--- src/rtl/mpu_frame_pkg.sv ---
// Shared types and constants for the MPU6050 burst-read frame assembler.
package mpu_frame_pkg;

  localparam int unsigned IDX_W = 4;

  typedef enum logic [1:0] {
    IDLE    = 2'd0,
    COLLECT = 2'd1,
    COMMIT  = 2'd2
  } state_t;

  localparam logic [7:0] MPU_FIRST_REG = 8'h3B;

  localparam logic [IDX_W-1:0] IDX_AXH = 4'd0;
  localparam logic [IDX_W-1:0] IDX_AXL = 4'd1;
  localparam logic [IDX_W-1:0] IDX_AYH = 4'd2;
  localparam logic [IDX_W-1:0] IDX_AYL = 4'd3;
  localparam logic [IDX_W-1:0] IDX_AZH = 4'd4;
  localparam logic [IDX_W-1:0] IDX_AZL = 4'd5;
  localparam logic [IDX_W-1:0] IDX_TH  = 4'd6;
  localparam logic [IDX_W-1:0] IDX_TL  = 4'd7;
  localparam logic [IDX_W-1:0] IDX_GXH = 4'd8;
  localparam logic [IDX_W-1:0] IDX_GXL = 4'd9;
  localparam logic [IDX_W-1:0] IDX_GYH = 4'd10;
  localparam logic [IDX_W-1:0] IDX_GYL = 4'd11;
  localparam logic [IDX_W-1:0] IDX_GZH = 4'd12;
  localparam logic [IDX_W-1:0] IDX_GZL = 4'd13;

  typedef struct packed {
    logic [15:0] ax;
    logic [15:0] ay;
    logic [15:0] az;
    logic [15:0] gz;
  } mpu_sample_t;

  // Drop one burst byte into its word slot; temperature and gyro X/Y bytes are not kept.
  function automatic mpu_sample_t put_byte(input mpu_sample_t s,
                                           input logic [IDX_W-1:0] i,
                                           input logic [7:0] b);
    mpu_sample_t r;
    r = s;
    case (i)
      IDX_AXH: r.ax[15:8] = b;
      IDX_AXL: r.ax[7:0]  = b;
      IDX_AYH: r.ay[15:8] = b;
      IDX_AYL: r.ay[7:0]  = b;
      IDX_AZH: r.az[15:8] = b;
      IDX_AZL: r.az[7:0]  = b;
      IDX_GZH: r.gz[15:8] = b;
      IDX_GZL: r.gz[7:0]  = b;
      default: ;
    endcase
    return r;
  endfunction

endpackage

--- src/rtl/accel_avg4.sv ---
// Four-frame moving average for one acceleration axis; output registered one cycle after in_vld.
module accel_avg4 (
  input  logic        clk,
  input  logic        rst_n,
  input  logic        in_vld,
  input  logic [15:0] din,
  output logic [15:0] dout
);

  logic [3:0][15:0]   hist;
  logic signed [17:0] sum;
  logic signed [17:0] sum_c;

  // Running sum: add the newest sample, drop the one falling out of the window.
  always_comb begin
    sum_c = sum + 18'($signed(din)) - 18'($signed(hist[3]));
  end

  always_ff @(posedge clk or negedge rst_n) begin
    if (!rst_n) begin
      hist <= '0;
      sum  <= '0;
      dout <= '0;
    end else if (in_vld) begin
      hist <= {hist[2:0], din};
      sum  <= sum_c;
      dout <= sum_c[17:2];
    end
  end

endmodule

--- src/rtl/mpu_accel_frame.sv ---
// Assembles an MPU6050 burst read into frame-atomic accel/gyro words.
// Optional ACCEL_AVG4_EN: 4-frame moving average on AX/AY/AZ (data_vld latency 2).
module mpu_accel_frame
  import mpu_frame_pkg::*;
#(
  parameter int unsigned FRAME_BYTES = 14,
  parameter int unsigned TIMEOUT_CYC = 50000
) (
  input  logic        clk,
  input  logic        reset,
  input  logic [7:0]  byte_in,
  input  logic        byte_vld,
  input  logic        frame_start,
  output logic [15:0] AX_DATA,
  output logic [15:0] AY_DATA,
  output logic [15:0] AZ_DATA,
  output logic [15:0] GZ_DATA,
  output logic        data_vld,
  output logic        frame_err,
  output logic [15:0] sample_cnt
);

  localparam int unsigned GAP_W    = $clog2(TIMEOUT_CYC + 1);
  localparam logic [IDX_W-1:0] LAST_IDX = IDX_W'(FRAME_BYTES - 1);
  localparam bit   HAS_GZ   = (FRAME_BYTES == 14);

  state_t             state;
  state_t             state_nxt;
  logic [IDX_W-1:0]   idx;
  logic [GAP_W-1:0]   gap_cnt;
  mpu_sample_t        shadow;
  mpu_sample_t        shadow_c;
  mpu_sample_t        raw;
  logic               raw_vld;

  logic               start_c;
  logic               accept_c;
  logic               commit_c;
  logic               timeout_c;
  logic               err_c;
  logic               cnt_inc_c;

  // State register
  always_ff @(posedge clk or negedge reset) begin
    if (!reset) state <= IDLE;
    else        state <= state_nxt;
  end

  // Next-state logic
  always_comb begin
    state_nxt = state;
    unique case (state)
      IDLE: begin
        if (byte_vld && frame_start) state_nxt = COLLECT;
      end
      COLLECT: begin
        if (byte_vld && !frame_start && idx == LAST_IDX) state_nxt = COMMIT;
        else if (!byte_vld && gap_cnt >= GAP_W'(TIMEOUT_CYC)) state_nxt = IDLE;
      end
      COMMIT: begin
        state_nxt = (byte_vld && frame_start) ? COLLECT : IDLE;
      end
      default: state_nxt = IDLE;
    endcase
  end

  // Per-cycle control decoded from the current state
  always_comb begin
    start_c   = 1'b0;
    accept_c  = 1'b0;
    commit_c  = 1'b0;
    timeout_c = 1'b0;
    err_c     = 1'b0;
    unique case (state)
      IDLE, COMMIT: begin
        start_c  = byte_vld && frame_start;
        accept_c = start_c;
      end
      COLLECT: begin
        start_c   = byte_vld && frame_start;
        accept_c  = byte_vld;
        commit_c  = byte_vld && !frame_start && idx == LAST_IDX;
        timeout_c = !byte_vld && gap_cnt >= GAP_W'(TIMEOUT_CYC);
        err_c     = start_c || timeout_c;
      end
      default: ;
    endcase
  end

  // A restarted frame writes slot 0; otherwise the byte lands at idx.
  always_comb begin
    shadow_c = shadow;
    if (accept_c) shadow_c = put_byte(shadow, start_c ? '0 : idx, byte_in);
  end

  always_ff @(posedge clk or negedge reset) begin
    if (!reset) begin
      idx       <= '0;
      gap_cnt   <= '0;
      shadow    <= '0;
      raw       <= '0;
      raw_vld   <= 1'b0;
      frame_err <= 1'b0;
    end else begin
      shadow    <= shadow_c;
      raw_vld   <= commit_c;
      frame_err <= err_c;

      if (start_c)                    idx <= IDX_W'(1);
      else if (commit_c || timeout_c) idx <= '0;
      else if (accept_c)              idx <= idx + IDX_W'(1);

      if (accept_c || state_nxt != COLLECT) gap_cnt <= '0;
      else                                  gap_cnt <= gap_cnt + GAP_W'(1);

      // Raw words include the final byte sampled on this same edge.
      if (commit_c) begin
        raw <= shadow_c;
        if (!HAS_GZ) raw.gz <= '0;
      end
    end
  end

`ifdef ACCEL_AVG4_EN
  logic [15:0] gz_d;
  logic        vld_d;

  accel_avg4 u_avg_ax (.clk(clk), .rst_n(reset), .in_vld(raw_vld), .din(raw.ax), .dout(AX_DATA));
  accel_avg4 u_avg_ay (.clk(clk), .rst_n(reset), .in_vld(raw_vld), .din(raw.ay), .dout(AY_DATA));
  accel_avg4 u_avg_az (.clk(clk), .rst_n(reset), .in_vld(raw_vld), .din(raw.az), .dout(AZ_DATA));

  // Gyro and the valid pulse ride one stage behind to stay aligned with the averages.
  always_ff @(posedge clk or negedge reset) begin
    if (!reset) begin
      gz_d  <= '0;
      vld_d <= 1'b0;
    end else begin
      vld_d <= raw_vld;
      if (raw_vld) gz_d <= raw.gz;
    end
  end

  assign GZ_DATA   = gz_d;
  assign data_vld  = vld_d;
  assign cnt_inc_c = raw_vld;
`else
  assign AX_DATA   = raw.ax;
  assign AY_DATA   = raw.ay;
  assign AZ_DATA   = raw.az;
  assign GZ_DATA   = raw.gz;
  assign data_vld  = raw_vld;
  assign cnt_inc_c = commit_c;
`endif

  // Committed-frame counter, updated on the same edge as data_vld.
  always_ff @(posedge clk or negedge reset) begin
    if (!reset)         sample_cnt <= '0;
    else if (cnt_inc_c) sample_cnt <= sample_cnt + 16'd1;
  end

endmodule

--- config.mk ---
export PLATFORM = sky130hd
export DESIGN_NAME = mpu_accel_frame
export DESIGN_NICKNAME = d
export VERILOG_FILES = /design/src/rtl/mpu_frame_pkg.sv /design/src/rtl/accel_avg4.sv /design/src/rtl/mpu_accel_frame.sv
export SDC_FILE = /design/constraint.sdc
export NUM_CORES = 1
export LEC_CHECK = 0
export BUFFER_PORTS_ARGS = -buffer_cell sky130_fd_sc_hd__buf_2
export CAP_MARGIN = 15
export CELL_PAD_IN_SITES_DETAIL_PLACEMENT = 0
export CELL_PAD_IN_SITES_GLOBAL_PLACEMENT = 1
export CORE_MARGIN = 2
export CORE_UTILIZATION = 49
export CTS_CLUSTER_SIZE = 16
export DETAILED_ROUTE_END_ITERATION = 16
export MAX_ROUTING_LAYER = met4
export PLACE_DENSITY_LB_ADDON = 0.1
export RECOVER_POWER = 100
export SLEW_MARGIN = 20
export SYNTH_ARGS = -nofsm -noshare
export SYNTH_HDL_FRONTEND = slang
export SYNTH_SLANG_ARGS = --single-unit
--- constraint.sdc ---
create_clock -name clk -period 3.6 [get_ports clk]
set_input_delay 0.72 -clock clk [delete_from_list [all_inputs] [get_ports clk]]
set_output_delay 0.72 -clock clk [all_outputs]
set_load 0.05 [all_outputs]
## After elaboration in Yosys (flattened, before gate mapping)

Index checks and enable logic that the tools add are counted.
Widths: inputs -> output; s select.

- Add/sub/neg operators: 3
- $lt $le $gt $ge: 1
- Equal/unequal tests: 11
- Muxes and demuxes: 24
- Reductions and logical operators: 14

Operators with widths:

| operator | count |
|---|---|
| $mux 64 | 1 |
| $mux 8 | 8 |
| $add 16x1->16 const B | 2 |
| $ge 16x16->1 const B | 1 |
| $mux 16 | 1 |
| $mux 4 | 4 |
| $eq 4x4->1 const B | 3 |
| $eq 4x2->1 const B | 2 |
| $eq 4x3->1 const B | 2 |
| $mux 2 | 3 |
| $pmux 2 s3 | 1 |
| $mux 1 | 5 |
| $add 4x1->4 const B | 1 |
| $eq 4x1->1 const B | 1 |
| $logic_and 1x1->1 | 4 |
| $logic_not 4->1 | 1 |
| $logic_or 1x1->1 | 3 |
| $reduce_bool 3->1 | 1 |
| $reduce_or 3->1 | 1 |
| $eq 2x1->1 const B | 1 |
| $eq 2x2->1 const B | 1 |
| $logic_not 1->1 | 2 |
| $logic_not 2->1 | 1 |
| $ne 2x1->1 const B | 1 |
| other kinds (2) | 2 |

- Register bits: 168
- Input bits: 12
- Output and inout port bits: 82
- Word-level logic and storage cells: 67

## Longest topological paths before layout

Gate-level depths: netlist of the first run.

- Depth in word-level cells: 8
- Gate-level depth with buffers: 11
- Mapped depth without buffers: 7

## Worst setup path after synthesis of the first run

No wires, ideal clock.

- Path kind: in2reg
- Start point: in byte_vld
- End point: reg raw, in the netlist GZ_DATA[4]
- Setup time: 0.125 ns
- Arrival time: 2.278 ns
- Required time: 3.475 ns
- Setup slack: 1.197 ns
- Stages: 7
- Buffers on the path: 3
- Cells stage by stage: buf_4 -> nand4bb_1 -> buf_6 -> or4_4 -> buf_6 -> mux2_4 -> mux2_4

RTL lines:

| element | line | source |
|---|---|---|
| start, declared | mpu_accel_frame.sv:12 | `input logic byte_vld,` |
| end signal, assigned | mpu_accel_frame.sv:118 | `raw <= shadow_c;` |
| end, declared | mpu_accel_frame.sv:33 | `mpu_sample_t raw;` |

==> results of run 1 <==
-- where the power goes --
| part | leakage [nW] | switching, mW | internal, mW |
|---|---|---|---|
| clock network | 0.256 | 0.671 | 1.02 |
| logic | 1.38 | 0.151 | 0.153 |
| registers | 2.27 | 0.104 | 2.06 |
| total | 3.91 | 0.926 | 3.24 |
-- synthesized netlist by cell type, types with 2 or more instances --
library cell | number | share of area
dfrtp_1 | 168 | 0.61
nand2_1 | 158 | 0.086
mux2_2 | 56 | 0.092
nor2_1 | 33 | 0.018
xnor2_1 | 18 | 0.023
mux2_4 | 16 | 0.035
inv_1 | 11 | 0.0060
clkbuf_1 | 10 | 0.0055
nand3_1 | 10 | 0.0073
nand4_1 | 10 | 0.0091
xor2_1 | 10 | 0.013
mux2_1 | 8 | 0.013
nor3_1 | 8 | 0.0058
buf_2 | 6 | 0.0044
ha_1 | 5 | 0.0091
a21oi_1 | 4 | 0.0029
nor4_1 | 4 | 0.0036
o21ai_0 | 4 | 0.0029
and3_1 | 3 | 0.0027
buf_6 | 3 | 0.0049
a311o_1 | 2 | 0.0029
and4_1 | 2 | 0.0025
buf_4 | 2 | 0.0022
nand2b_1 | 2 | 0.0018
nand3b_1 | 2 | 0.0022
nor4_4 | 2 | 0.0062
or4_1 | 2 | 0.0022
-- cell families (layout without fill, tap and decap cells) --
| logic type | count (synthesis) | after routing | synth area share |
|---|---|---|---|
| mux | 80 | 80 | 0.140 |
| simple gates | 244 | 244 | 0.159 |
| flops | 168 | 168 | 0.612 |
| compound gates | 19 | 19 | 0.0195 |
| xor+xnor | 28 | 28 | 0.0357 |
| buf+inv | 34 | 138 | 0.0255 |
| fa+ha+maj | 5 | 5 | 0.00910 |
-- worst min-delay path, stage by stage, from the launching register on --
cell	delay (ns)
dfrtp_1	0.34
nand2_1	0.05
nand2_1	0.05
-- final cells by class --
| class | count | area share |
|---|---|---|
| multi-input cells | 376 | 0.309 |
| inverters | 12 | 0.00574 |
| repair buffers | 98 | 0.0531 |
| clock buffers | 24 | 0.0588 |
| well taps | 180 | 0.0287 |
| clock inverters | 4 | 0.00925 |
| flip-flops and latches | 168 | 0.536 |
-- how the worst max path moves through the flow --
stage | start | end | slack, ns | cells past startpoint
after floorplan | byte_vld | GZ_DATA[4]$_DFFE_PN0P_ | 1.20 | 7
after global placement | frame_start | GZ_DATA[12]$_DFFE_PN0P_ | 0.76 | 5
after detailed placement | frame_start | GZ_DATA[12]$_DFFE_PN0P_ | 0.70 | 5
after CTS | state[1]$_DFF_PN0_ | GZ_DATA[11]$_DFFE_PN0P_ | 1.12 | 4
after global routing | reset | AZ_DATA[3]$_DFFE_PN0P_ | 0.54 | 2
final | frame_start | GZ_DATA[7]$_DFFE_PN0P_ | 1.04 | 5
-- stage by stage --
step / hold WS [ns] / utilization / cell area [µm²]
6_report: 0.467 / 0.570 / 7850
3_3_place_gp: 0.444 / 0.545 / 7510
2_1_floorplan: 0.424 / - / 6870
3_5_place_dp: 0.455 / 0.545 / 7510
4_1_cts: 0.396 / 0.584 / 8040
5_1_grt: 0.480 / 0.570 / 7850
-- flip-flops by register name (all words and copies together), names as in the netlist --
name / cells
shadow: 64
AX_DATA: 16
AY_DATA: 16
AZ_DATA: 16
GZ_DATA: 16
gap_cnt: 16
sample_cnt: 16
idx: 4
state: 2
data_vld: 1
frame_err: 1
-- routing by layer --
metal | global-route usage | part of all wire | wire length (µm)
met5 | - | 0 | 0
met4 | 0.0934 | 0.021 | 299
met3 | 0.0432 | 0.034 | 491
met2 | 0.313 | 0.47 | 6700
met1 | 0.286 | 0.48 | 6830
==> summary.md, run 1 <==
| Metric | Value |
|---|---|
| DRT Pass-1 Iters | 7 |
| Setup crit end kind | register |
| Total CTS buffers | 17 |
| Critical path's slowest cell | or4_1 |
| DRC | 0 |
| Layout cells sized above 1 | 0.138 |
| Routed WL | 14.3 mm |
| Outcome | finished, violations left |
| Most used cell along the critical path | mux2_1 |
| Slowest stage delay, CP | 0.83 ns |
| Ant. Diodes | 0 |
| Worst R2R End | GZ_DATA[7]$_DFFE_PN0P_ |
| Max VDD drop | 0.303 mV |
| Global router's overall resource usage | 0.212 |
| Avg Inst Size Synth | 11.9 µm² |
| Hold EP | AY_DATA[5]$_DFFE_PN0P_ |
| Die Ht | 122 µm |
| Power, Total | 4.17 mW |
| Final ANT Viol Nets | 0 |
| Delay-heaviest family, CP | simple AND/OR/NAND/NOR gates |
| Failing checks | capacitance limit, slew limit |
| # rows | 43 |
| Min Tclk post-route | 2.56 ns |
| R2r worst-path depth | 4 |
| Yosys reg bits | 168 |
| Pre-CTS WS | 0.695 ns |
| Hold path depth | 2 |
| Slew margin rel. | -0.471 |
| Final worst-path cycle share | 0.711 |
| Startpoint class of the critical path | input pin |
| Nets@finish | 690 |
| Final worst slack | 1.04 ns |
| Final hold vios | 0 |
| DIE AREA | 15000 µm² |
| Ports | 94 |
| Fmax | 0.391 GHz |
| Top_reg_cell synth | dfrtp_1 |
| Detail Placement HPWL | 9.21 mm |
| Wirelength per Cell | 16.6 µm |
| PortBufs | 93 |
| CP Max Fanout | 8 |
| Register area | 4200 µm² |
| Via Count | 4461 |
| Fraction of registers with async set/reset | 1.00 |
| Die Wd | 122 µm |
| Most common cell after layout, fill and taps aside | dfrtp_1 |
| Later-pin clock latency in the skew report | 0.41 ns |
| Vias in the first global route | 4496 |
| First-pass GRT wire length | 23.3 mm |
| Gate Count Post-Synth | 578 |
| GP Congestion | 0.847 |
| Worst path cell trace | buf_2, nand4bb_1, or4_1, mux2_1, mux2_1 |
| Worst-path clk slew | 0.06 ns |
| Clock skew | 0.00603 ns |
| Mapped Area | 6870 µm² |
| Total negative slack | 0 ns |
| GRT Residual Overflow | 0 |
| Initial antenna violation count | 1 |
| CTS Hold Bufs | 0 |
| Sequential-to-total area share from yosys stat | 0.612 |
| # Max-Cap Violations | 1 |
| CTS tree | yes |
| Core box area | 13800 µm² |
| Commonest non-fill, non-tap cells in the layout | 168 x dfrtp_1, 157 x nand2_1, 89 x clkbuf_1 |
| Initial Util | 0.499 |
| DR iter-0 viols | 289 |
| Area of the multi-input gates | 2420 µm² |
| Postcts setup bufs | 0 |
| Worst-margin pin slew | 2.21 ns |
| Synth cell types | 46 |
| Post-Syn Nets | 595 |
| RSZ-0062 raised after global routing | false |
| H-tree Lvls | 4 |
| CTS max path bufs | 2 |
| P per Cell Area | 531 nW/µm² |
| WS Path Type | in -> reg |
| Arr. time, crit path | 2.85 ns |
| Fin cells | 862 |
| Worst path bufs/invs | 1 |
| LEAKAGE | 3.91 nW |
| Source of the worst hold timing path | shadow[37]$_DFF_PN0_ |
| Min-delay worst type | reg -> reg |
| Reg-to-Reg Start | state[1]$_DFF_PN0_ |
| Largest net degree at the start of global routing | 87 |
| Final Max Slew Viols | 86 |
| Placed insts | 834 |
| Num Clock Sinks | 168 |
| Layout Area Growth over Synthesis | 14.2% |
| Vias/cell | 5.18 |
| CP Data Required Time | 3.89 ns |
| Number of synthesized flops with an enable pin | 0 |
| # setup viols final | 0 |
| Clk root buf | clkbuf_16 |
| Syn. warnings | 0 |
| Reg2reg setup slack | 1.05 ns |
| # resized after CTS | 0 |
| # fillers | 1242 |
No activity file was read; power rests on OpenSTA's default activity.
==> run 2: changes to the inputs <==
Settings changed: CORE_UTILIZATION 49 to 46.
Clock period 3.6 ns to 2.49 ns, I/O delays scaled along.
==> run 2 against run 1 <==
  * The flow still finishes with violations (capacitance limit, slew limit)
  * Die area rose by 6.3%
  * Wire length rose by 2.1%
  * Hold slack got worse by 0.040 ns
  * First-iteration DRC count rose by 2.4%
  * Clock skew rose by 0.0035 ns
  * Clock-buffer cell count fell by 5
  * Clock power rose by 56%
  * Critical path depth rose by 1
  * Flip-flop and latch count did not move
  * Largest cell class unchanged
  * Highest routed layer unchanged
==> summary.md, run 2 (synthesized netlist as in run 1, its figures left out) <==
| Metric | Value |
|---|---|
| Num Clock Sinks | 168 (unchanged) |
| Via Count | 4492 (+0.69%) |
| Commonest non-fill, non-tap cells in the layout | 168 x dfrtp_1, 158 x nand2_1, 88 x clkbuf_1 |
| Nets@finish | 701 (+1.6%) |
| RSZ-0062 raised after global routing | false |
| Failing checks | capacitance limit, slew limit |
| Final hold slack | 0.427 ns (-0.0396 ns) |
| Initial antenna violation count | 0 (-1) |
| Clk root buf | clkbuf_16 |
| Register share of total power | 0.504 (-0.016) |
| R2r worst-path depth | 6 (+2) |
| # Max-Cap Violations | 1 (unchanged) |
| Later-pin clock latency in the skew report | 0.42 ns (about the same) |
| Layout Area Growth over Synthesis | 16.5% |
| CTS tree | yes |
| Vias in the first global route | 4518 (+0.49%) |
| P per Cell Area | 779 nW/µm² (+47%) |
| Largest net degree at the start of global routing | 62 (-29%) |
| Sw Ratio | 0.238 (+0.0154) |
| CTS Hold Bufs | 0 (unchanged) |
| Top reg by flops | shadow |
| GRT Residual Overflow | 0 (unchanged) |
| Arr. time, crit path | 2.58 ns (-0.27 ns) |
| Die Ht | 126 µm (+3.1%) |
| # resized after CTS | 0 (unchanged) |
| Total negative slack | 0 ns (unchanged) |
| Total CTS buffers | 17 (unchanged) |
| Clock share of power | 0.423 (+0.016) |
| Pre-CTS WS | 0.239 ns (-0.457 ns) |
| Hold path depth | 3 (+1) |
| CP Data Required Time | 2.79 ns (-1.10 ns) |
| Setup crit end kind | register |
| H-tree Lvls | 4 (unchanged) |
| Final worst slack | 0.213 ns (-0.828 ns) |
| Final worst-path cycle share | 0.915 |
| Clock skew | 0.00956 ns (+0.00353 ns) |
| Initial Util | 0.471 (-0.0279) |
| Final Max Slew Viols | 60 (-30%) |
| WS Path Type | reg -> reg |
| Wirelength per Cell | 16.6 µm (about the same) |
| LEAKAGE | 3.96 nW (+1.2%) |
| Power share of the combinational group | 0.073 (about the same) |
| Layout cells sized above 1 | 0.164 (+0.0257) |
| Final ANT Viol Nets | 0 (unchanged) |
| Max VDD drop | 0.493 mV (+63%) |
| Min-delay worst type | in -> reg |
| PortBufs | 93 (unchanged) |
| DIE AREA | 15900 µm² (+6.3%) |
| Worst-margin pin slew | 1.68 ns (-0.528 ns) |
| Routed WL | 14.6 mm (+2.1%) |
| Final hold vios | 0 (unchanged) |
| Max FFs per register | 64 (unchanged) |
| P_int | 4.75 mW (+47%) |
| CP Max Fanout | 8 (unchanged) |
| Fmax | 0.439 GHz |
| Outcome | finished, violations left |
| Slew margin rel. | -0.119 (+0.352) |
| CTS max path bufs | 2 (unchanged) |
| Vias/cell | 5.10 (-1.5%) |
| First-pass GRT wire length | 24.2 mm (+4.0%) |
| DR iter-0 viols | 296 (+2.4%) |
| Most common cell after layout, fill and taps aside | dfrtp_1 |
| DRT Pass-1 Iters | 4 (-3) |
| DRC | 0 (unchanged) |
| NetSw | 1.48 mW (+60%) |
| Die Wd | 126 µm (+3.1%) |
| Worst-path clk slew | 0.07 ns (about the same) |
| Postcts setup bufs | 0 (unchanged) |
| # setup viols final | 0 (unchanged) |
| # rows | 44 (+2.3%) |
| Detail Placement HPWL | 9.56 mm (+3.8%) |
| Startpoint class of the critical path | register |
| Ports | 94 (unchanged) |
| Ant. Diodes | 0 (unchanged) |
| Core box area | 14600 µm² (+5.9%) |
| Min Tclk post-route | 2.28 ns |
| Global router's overall resource usage | 0.201 (-0.0111) |
| GP Congestion | 0.768 (-9.4%) |
run 2: changes by cell type in the layout (fill, tap and decap cells not counted), sizes merged:
cell,delta
buf,+6
clkinvlp,+6
inv,+3
run 2: path summary, 6_finish.rpt:
check / startpoint / end / slack (ns)
setup / recovery: state[1]$_DFF_PN0_ / GZ_DATA[10]$_DFFE_PN0P_ / 0.21
hold / removal: frame_start / idx[3]$_DFFE_PN0P_ / 0.43
setup reg to reg: state[1]$_DFF_PN0_ / GZ_DATA[10]$_DFFE_PN0P_ / 0.21
hold reg to reg: AY_DATA[4]$_DFFE_PN0P_ / AY_DATA[4]$_DFFE_PN0P_ / 0.46
max in group asynchronous: reset / sample_cnt[4]$_DFFE_PN0P_ / 0.55
min in group asynchronous: reset / sample_cnt[11]$_DFFE_PN0P_ / 0.50
run 2: area by class of cell:
| cell class | count | area, µm² |
|---|---|---|
| clock buffer | 19 | 453 |
| clock inverter | 13 | 144 |
| fill | 1318 | 6580 |
| inverter | 12 | 45.0 |
| multi-input combinational | 376 | 2430 |
| sequential | 168 | 4200 |
| tap | 184 | 230 |
| timing repair buffer | 109 | 495 |
run 2: power groups by stage:
stage | clock [mW] | combinational [mW] | sequential, mW
final | 2.64 | 0.456 | 3.14
after global routing | 2.81 | 0.508 | 3.17
after CTS | 2.69 | 0.474 | 3.14
after detailed placement | 0 | 0.473 | 3.19
after global placement | 0 | 0.454 | 3.18
after floorplan | 0 | 0.320 | 3.14
run 2: worst max-delay path, cell delays in order, from the launching register on:
cell and delay [ns]:
dfrtp_1 0.43, nand4bb_1 0.25, buf_4 0.20, nor4_4 0.19, clkbuf_1 0.38, mux2_2 0.40
mux2_1 0.30
run 2: metrics by stage:
step	instances	area (µm²)	power [mW]	utilization
finish	881	8010	6.23	0.549
CTS	881	8230	6.31	0.564
global placement	849	7630	3.63	0.523
global route	881	8010	6.49	0.549
floorplan	578	6870	3.46	-
detailed placement	849	7630	3.66	0.523
run 2: metal layers:
metal / global-route usage / wire length, µm / vias to the layer above
li1: - / - / 2143
met1: 0.274 / 6920 / 2239
met2: 0.304 / 6890 / 95
met3: 0.0506 / 674 / 15
met4: 0.0524 / 148 / 0
met5: - / 0 / -
